### src/rtl/mux_arb_pkg.sv
// Shared constants and helpers for the mux_arb_reg stream multiplexer family.
package mux_arb_pkg;

  localparam logic MODE_FIXED = 1'b0;
  localparam logic MODE_RR    = 1'b1;

  // Ceiling log2, used to size channel indices (n >= 2).
  function automatic int mux_clog2(input int n);
    int r;
    r = 0;
    for (int v = n - 1; v > 0; v = v >> 1) begin
      r = r + 1;
    end
    return r;
  endfunction

endpackage

### src/rtl/mux_arb_reg_rr_pick.sv
// Combinational rotating-priority search: first requester at or after ptr, wrapping.
module rr_pick
  import mux_arb_pkg::*;
#(
  parameter  int N_CH  = 16,
  localparam int SEL_W = mux_clog2(N_CH)
) (
  input  logic [N_CH-1:0]  req,
  input  logic [SEL_W-1:0] ptr,
  output logic [SEL_W-1:0] gnt_idx,
  output logic             gnt_vld
);

  // Scan farthest-first so the position nearest ptr is the one that sticks.
  always_comb begin
    int w_pos;
    gnt_idx = {SEL_W{1'b0}};
    gnt_vld = 1'b0;
    for (int i = N_CH - 1; i >= 0; i--) begin
      w_pos = (int'(ptr) + i >= N_CH) ? (int'(ptr) + i - N_CH) : (int'(ptr) + i);
      if (req[w_pos[SEL_W-1:0]]) begin
        gnt_idx = w_pos[SEL_W-1:0];
        gnt_vld = 1'b1;
      end else begin
        gnt_idx = gnt_idx;
        gnt_vld = gnt_vld;
      end
    end
  end

endmodule

### src/rtl/mux_arb_reg.sv
// Registered N-channel valid/ready stream mux, fixed-select or round-robin.
// Optional packet hold (in_last/out_last ports) when MUX_ARB_HOLD_EN is defined.
module mux_arb_reg
  import mux_arb_pkg::*;
#(
  parameter  int N_CH   = 16,
  parameter  int DATA_W = 8,
  localparam int SEL_W  = mux_clog2(N_CH)
) (
  input  logic                   clk,
  input  logic                   rst_n,
  input  logic                   mode,
  input  logic [SEL_W-1:0]       sel,
  input  logic [N_CH-1:0]        in_valid,
  input  logic [N_CH*DATA_W-1:0] in_data,
  output logic [N_CH-1:0]        in_ready,
  output logic                   out_valid,
  output logic [DATA_W-1:0]      out_data,
  output logic [SEL_W-1:0]       out_ch,
  input  logic                   out_ready
`ifdef MUX_ARB_HOLD_EN
  ,
  input  logic [N_CH-1:0]        in_last,
  output logic                   out_last
`endif
);

  logic              r_out_valid;
  logic [DATA_W-1:0] r_out_data;
  logic [SEL_W-1:0]  r_out_ch;
  logic [SEL_W-1:0]  r_ptr;
  logic              r_lock;
  logic [SEL_W-1:0]  r_lock_ch;
  logic [SEL_W-1:0]  w_rr_idx;
  logic              w_rr_vld;
  logic [SEL_W-1:0]  w_gnt_idx;
  logic              w_gnt_vld;
  logic              w_load_en;
  logic              w_xfer;
  logic              w_beat_last;
  logic [SEL_W-1:0]  w_ptr_nxt;
  logic [DATA_W-1:0] w_gnt_data;

  rr_pick #(.N_CH(N_CH)) u_rr_pick (
    .req     (in_valid),
    .ptr     (r_ptr),
    .gnt_idx (w_rr_idx),
    .gnt_vld (w_rr_vld)
  );

  // Grant source: an open packet beats both arbitration modes.
  always_comb begin
    w_gnt_idx = {SEL_W{1'b0}};
    w_gnt_vld = 1'b0;
    if (r_lock) begin
      w_gnt_idx = r_lock_ch;
      w_gnt_vld = in_valid[r_lock_ch];
    end else if (mode == MODE_RR) begin
      w_gnt_idx = w_rr_idx;
      w_gnt_vld = w_rr_vld;
    end else begin
      w_gnt_idx = sel;
      w_gnt_vld = (int'(sel) < N_CH) && in_valid[sel];
    end
  end

`ifdef MUX_ARB_HOLD_EN
  assign w_beat_last = in_last[w_gnt_idx];
`else
  assign w_beat_last = 1'b1;
`endif

  assign w_load_en  = !r_out_valid || out_ready;
  assign w_xfer     = rst_n && w_load_en && w_gnt_vld;
  assign w_gnt_data = in_data[int'(w_gnt_idx)*DATA_W +: DATA_W];
  assign w_ptr_nxt  = (w_gnt_idx == SEL_W'(N_CH - 1)) ? {SEL_W{1'b0}} : (w_gnt_idx + SEL_W'(1));

  // One-hot ready toward the granted channel only.
  always_comb begin
    in_ready = {N_CH{1'b0}};
    if (w_xfer) begin
      in_ready[w_gnt_idx] = 1'b1;
    end else begin
      in_ready = {N_CH{1'b0}};
    end
  end

  // Output stage, round-robin pointer and packet lock.
  always_ff @(posedge clk or negedge rst_n) begin
    if (!rst_n) begin
      r_out_valid <= 1'b0;
      r_out_data  <= {DATA_W{1'b0}};
      r_out_ch    <= {SEL_W{1'b0}};
      r_ptr       <= {SEL_W{1'b0}};
      r_lock      <= 1'b0;
      r_lock_ch   <= {SEL_W{1'b0}};
    end else if (w_xfer) begin
      r_out_valid <= 1'b1;
      r_out_data  <= w_gnt_data;
      r_out_ch    <= w_gnt_idx;
      r_lock      <= !w_beat_last;
      r_lock_ch   <= w_gnt_idx;
      if (mode == MODE_RR && w_beat_last) begin
        r_ptr <= w_ptr_nxt;
      end
    end else if (out_ready) begin
      r_out_valid <= 1'b0;
    end
  end

`ifdef MUX_ARB_HOLD_EN
  logic r_out_last;

  // Packet-end flag travels with the data beat.
  always_ff @(posedge clk or negedge rst_n) begin
    if (!rst_n) begin
      r_out_last <= 1'b0;
    end else if (w_xfer) begin
      r_out_last <= w_beat_last;
    end
  end

  assign out_last = r_out_last;
`endif

  assign out_valid = r_out_valid;
  assign out_data  = r_out_data;
  assign out_ch    = r_out_ch;

endmodule

### config.mk
export PLATFORM = sky130hd
export DESIGN_NAME = mux_arb_reg
export DESIGN_NICKNAME = d
export VERILOG_FILES = /design/src/rtl/mux_arb_pkg.sv /design/src/rtl/mux_arb_reg_rr_pick.sv /design/src/rtl/mux_arb_reg.sv
export SDC_FILE = /design/constraint.sdc
export NUM_CORES = 1
export LEC_CHECK = 0
export BUFFER_PORTS_ARGS = -buffer_cell sky130_fd_sc_hd__buf_2
export CAP_MARGIN = 20
export CORE_MARGIN = 4
export CORE_UTILIZATION = 45
export CTS_CLUSTER_SIZE = 16
export DETAILED_ROUTE_END_ITERATION = 8
export MAX_ROUTING_LAYER = met4
export PLACE_DENSITY_LB_ADDON = 0.1
export SLEW_MARGIN = 20
export SYNTH_ARGS = -nofsm -noshare
export SYNTH_HDL_FRONTEND = slang
export SYNTH_SLANG_ARGS = --single-unit
### constraint.sdc
create_clock -name clk -period 5.51 [get_ports clk]
set_clock_uncertainty 0.1 [all_clocks]
set_input_delay 0.2755 -clock clk [delete_from_list [all_inputs] [get_ports clk]]
set_output_delay 0.2755 -clock clk [all_outputs]
set_load 0.005 [all_outputs]
==> impl_results.md <==
- First-pass GRT wire length: 27.2 mm
- Synth warn: 0
- Hold depth: 3
- Top cells by area, synth: mux2i_1, mux4_2, dfrtp_1
- Critical path startpoint category: flip-flop
- Die Y: 109 um
- Total grt overflow: 0
- Initial antenna violation count: 0
- R2R Path End: out_data[5]$_DFFE_PN0P_
- Slew Limit Fails: 0
- IO Pins: 181
- Layout cells sized above 1: 35.2%
- Min-Delay Path Class: in -> reg
- Syn avg cell area: 8.34 um2
- Tcrit/Tclk final: 93.3%
- Vias in the first global route: 5085
- Area Overhead vs Synth: 23.5%
- Outcome: completed
- Fmax: 194 MHz
- Hpwl dp: 14.8 mm
- TNS Setup: 0 ns
- Worst-path clk slew: 0.08 ns
- Layout Cells excl Fill: 847
- Nets: 878
- Clock Sinks: 17
- # Max-Cap Violations: 0
- Cts bufs inserted: 3
- Crit end category: primary output
- Syn Std Cell Area: 4590 um2
- Prevailing post-synth register cell: dfrtp_1
- Worst r2r src: r_ptr[2]$_DFFE_PN0P_
- Synth cell types: 66
- Die span in x: 109 um
- GRT Total Usage: 30.0%
- Drt first pass iters: 5
- Antenna Nets Post-Route: 0
- Vias: 5324
- Port Buf Inserts: 180
- FF-to-FF path depth: 14
- Final wirelength: 18.4 mm
- RSZ-0062 raised after global routing: false
- CTS H-tree lvls: 1
- Core area: 9860 um2
- Placed cell count: 842
- Wirelength per Cell: 21.7 um
- Die area: 11900 um2
- Crit Path Max Fanout: 42
- Ys async rst share: 100%
- Net Count, Synth: 713
- Gpl congestion: 1.04
- Site Rows: 36
- Post-synth EDFFs: 0
- Largest net degree at the start of global routing: 43
- Post-CTS setup buffer count: 0
- Worst-Skew Late Latency: 0.26 ns
- Ant diodes: 0
- CTS tree: done
- Max Buffers Root-to-Sink: 2
- Flops & latches, synth: 17
- Top-area cell type share of the netlist area: 23.1%
- Remaining DRCs: 0
- Resized cells post-CTS: 0
- Detailed Route Iter0 Violations: 456
- Synth Instances: 550
- CP Class: reg -> out
- Initial Util: 46.5%
- Setup crit end: in_ready[6]
- Worst-margin pin slew: 0.715 ns
- Slew Limit Headroom: 52.1%
- Area leader, netlist: mux2i_1
- Register area share after synthesis: 9.27%
- Hold_buf cts: 1
- Setup Viol. Count Final: 0
- Crit path time final: 5.14 ns
- Crit path launch: r_ptr[2]$_DFFE_PN0P_
- Final Hold Fails: 0
- Vias per cell: 6.29
- Flop2flop setup slack: 0.53 ns
- Critical Path AT: 4.77 ns
- Critical Path RT: 5.13 ns
- CTS root buffer: clkbuf_8
[routing by layer]
layer  GRT usage, %  part of all wire (%)
met1           43.3                    43
met2           42.6                    43
met3           8.70                    13
met4           3.88                   1.1
met5              -                     0
[cells by family (layout without fill, tap and decap cells)]
kind of cell    count (synthesis)  after routing  synth area share [%]
compound gates                158            158                  23.9
simple gates                  151            151                  15.1
mux                           148            148                  39.8
buf+inv                        49            213                  5.59
flops                          17             17                  9.27
xor+xnor                       16             16                  3.38
fa+ha+maj                      11             11                  3.00
[critical path: stages, from the launching register on]
cell      delay (ns)
dfrtp_1         0.76
inv_1           0.35
ha_1            0.33
xor2_1          0.43
mux2i_1         0.37
mux2i_1         0.25
nor2_2          0.22
o311ai_0        0.15
a311o_1         0.35
a41oi_4         0.39
buf_12          0.32
ha_1            0.20
nand2_1         0.10
nor2_1          0.12
buf_2           0.14
[cell usage in the layout, fill, tap and decap left out, types with 3 or more instances in the layout]
cell and instances:
o211ai_1 11, dfrtp_1 17, mux2_2 13, and2_1 5, nand2b_1 3, o31ai_1 3
o21ai_1 17, a31oi_1 13, nand3b_1 3, o22ai_1 4, mux2i_1 106, xnor2_1 12
nand3_1 7, buf_2 180, clkbuf_8 3, mux2_1 3, nor2_1 60, a221oi_1 3
ha_1 11, nand4_1 4, nor3_1 22, buf_4 16, a21oi_1 31, o221ai_1 18
nand2_1 35, inv_1 6, o21ai_0 13, nor2b_1 3, mux4_2 26, a211oi_1 13
o2111ai_1 3, a21o_1 5, clkinv_1 3
[final cells by class]
class / instances / area (um2)
multi-input combinational: 484 / 3920
inverter: 10 / 37.5
timing repair buffer: 199 / 1070
tap: 133 / 166
sequential: 17 / 425
clock buffer: 3 / 41.3
fill: 893 / 4200
clock inverter: 1 / 7.51
[worst min-delay path by stage]
| stage | start | endpoint |
|---|---|---|
| CTS | out_ready | out_valid$_DFFE_PN0P_ |
| finish | out_ready | out_valid$_DFFE_PN0P_ |
| global placement | rst_n | out_ch[3]$_DFFE_PN0P_ |
| detailed placement | rst_n | out_ch[3]$_DFFE_PN0P_ |
| floorplan | rst_n | out_ch[0]$_DFFE_PN0P_ |
| global route | out_ready | out_valid$_DFFE_PN0P_ |
[synthesized netlist by cell type (4+ instances only)]
cell type / instances
a31oi_1: 13
xnor2_1: 12
nand3_1: 7
o22ai_1: 4
o221ai_1: 18
mux4_2: 26
a21oi_1: 31
a21o_1: 5
buf_2: 7
mux2_2: 13
and2_1: 5
nor2_1: 60
o21ai_0: 14
o211ai_1: 11
clkbuf_1: 18
buf_6: 4
a211oi_1: 13
dfrtp_1: 17
ha_1: 11
mux2i_1: 106
o21ai_1: 16
nor3_1: 22
inv_1: 6
nand2_1: 35
nand4_1: 4
buf_4: 6
[stage by stage]
stage	instance area, um2	utilization [%]	hold slack (ns)	setup WS, ns
after floorplan	4590	-	-0.120	0.578
after global placement	5610	56.9	0.136	0.760
after detailed placement	5610	56.9	0.146	0.645
after CTS	5670	57.5	0.204	0.432
after global routing	5670	57.5	0.224	0.103
final	5670	57.5	0.208	0.368
[sequential cells by signal (all words and copies together) (netlist names)]
register   flops
r_ptr          4
out_data       8
out_valid      1
out_ch         4
Power is not shown: default switching activity piles up to over one toggle a cycle in this logic, so the estimate is an artifact.
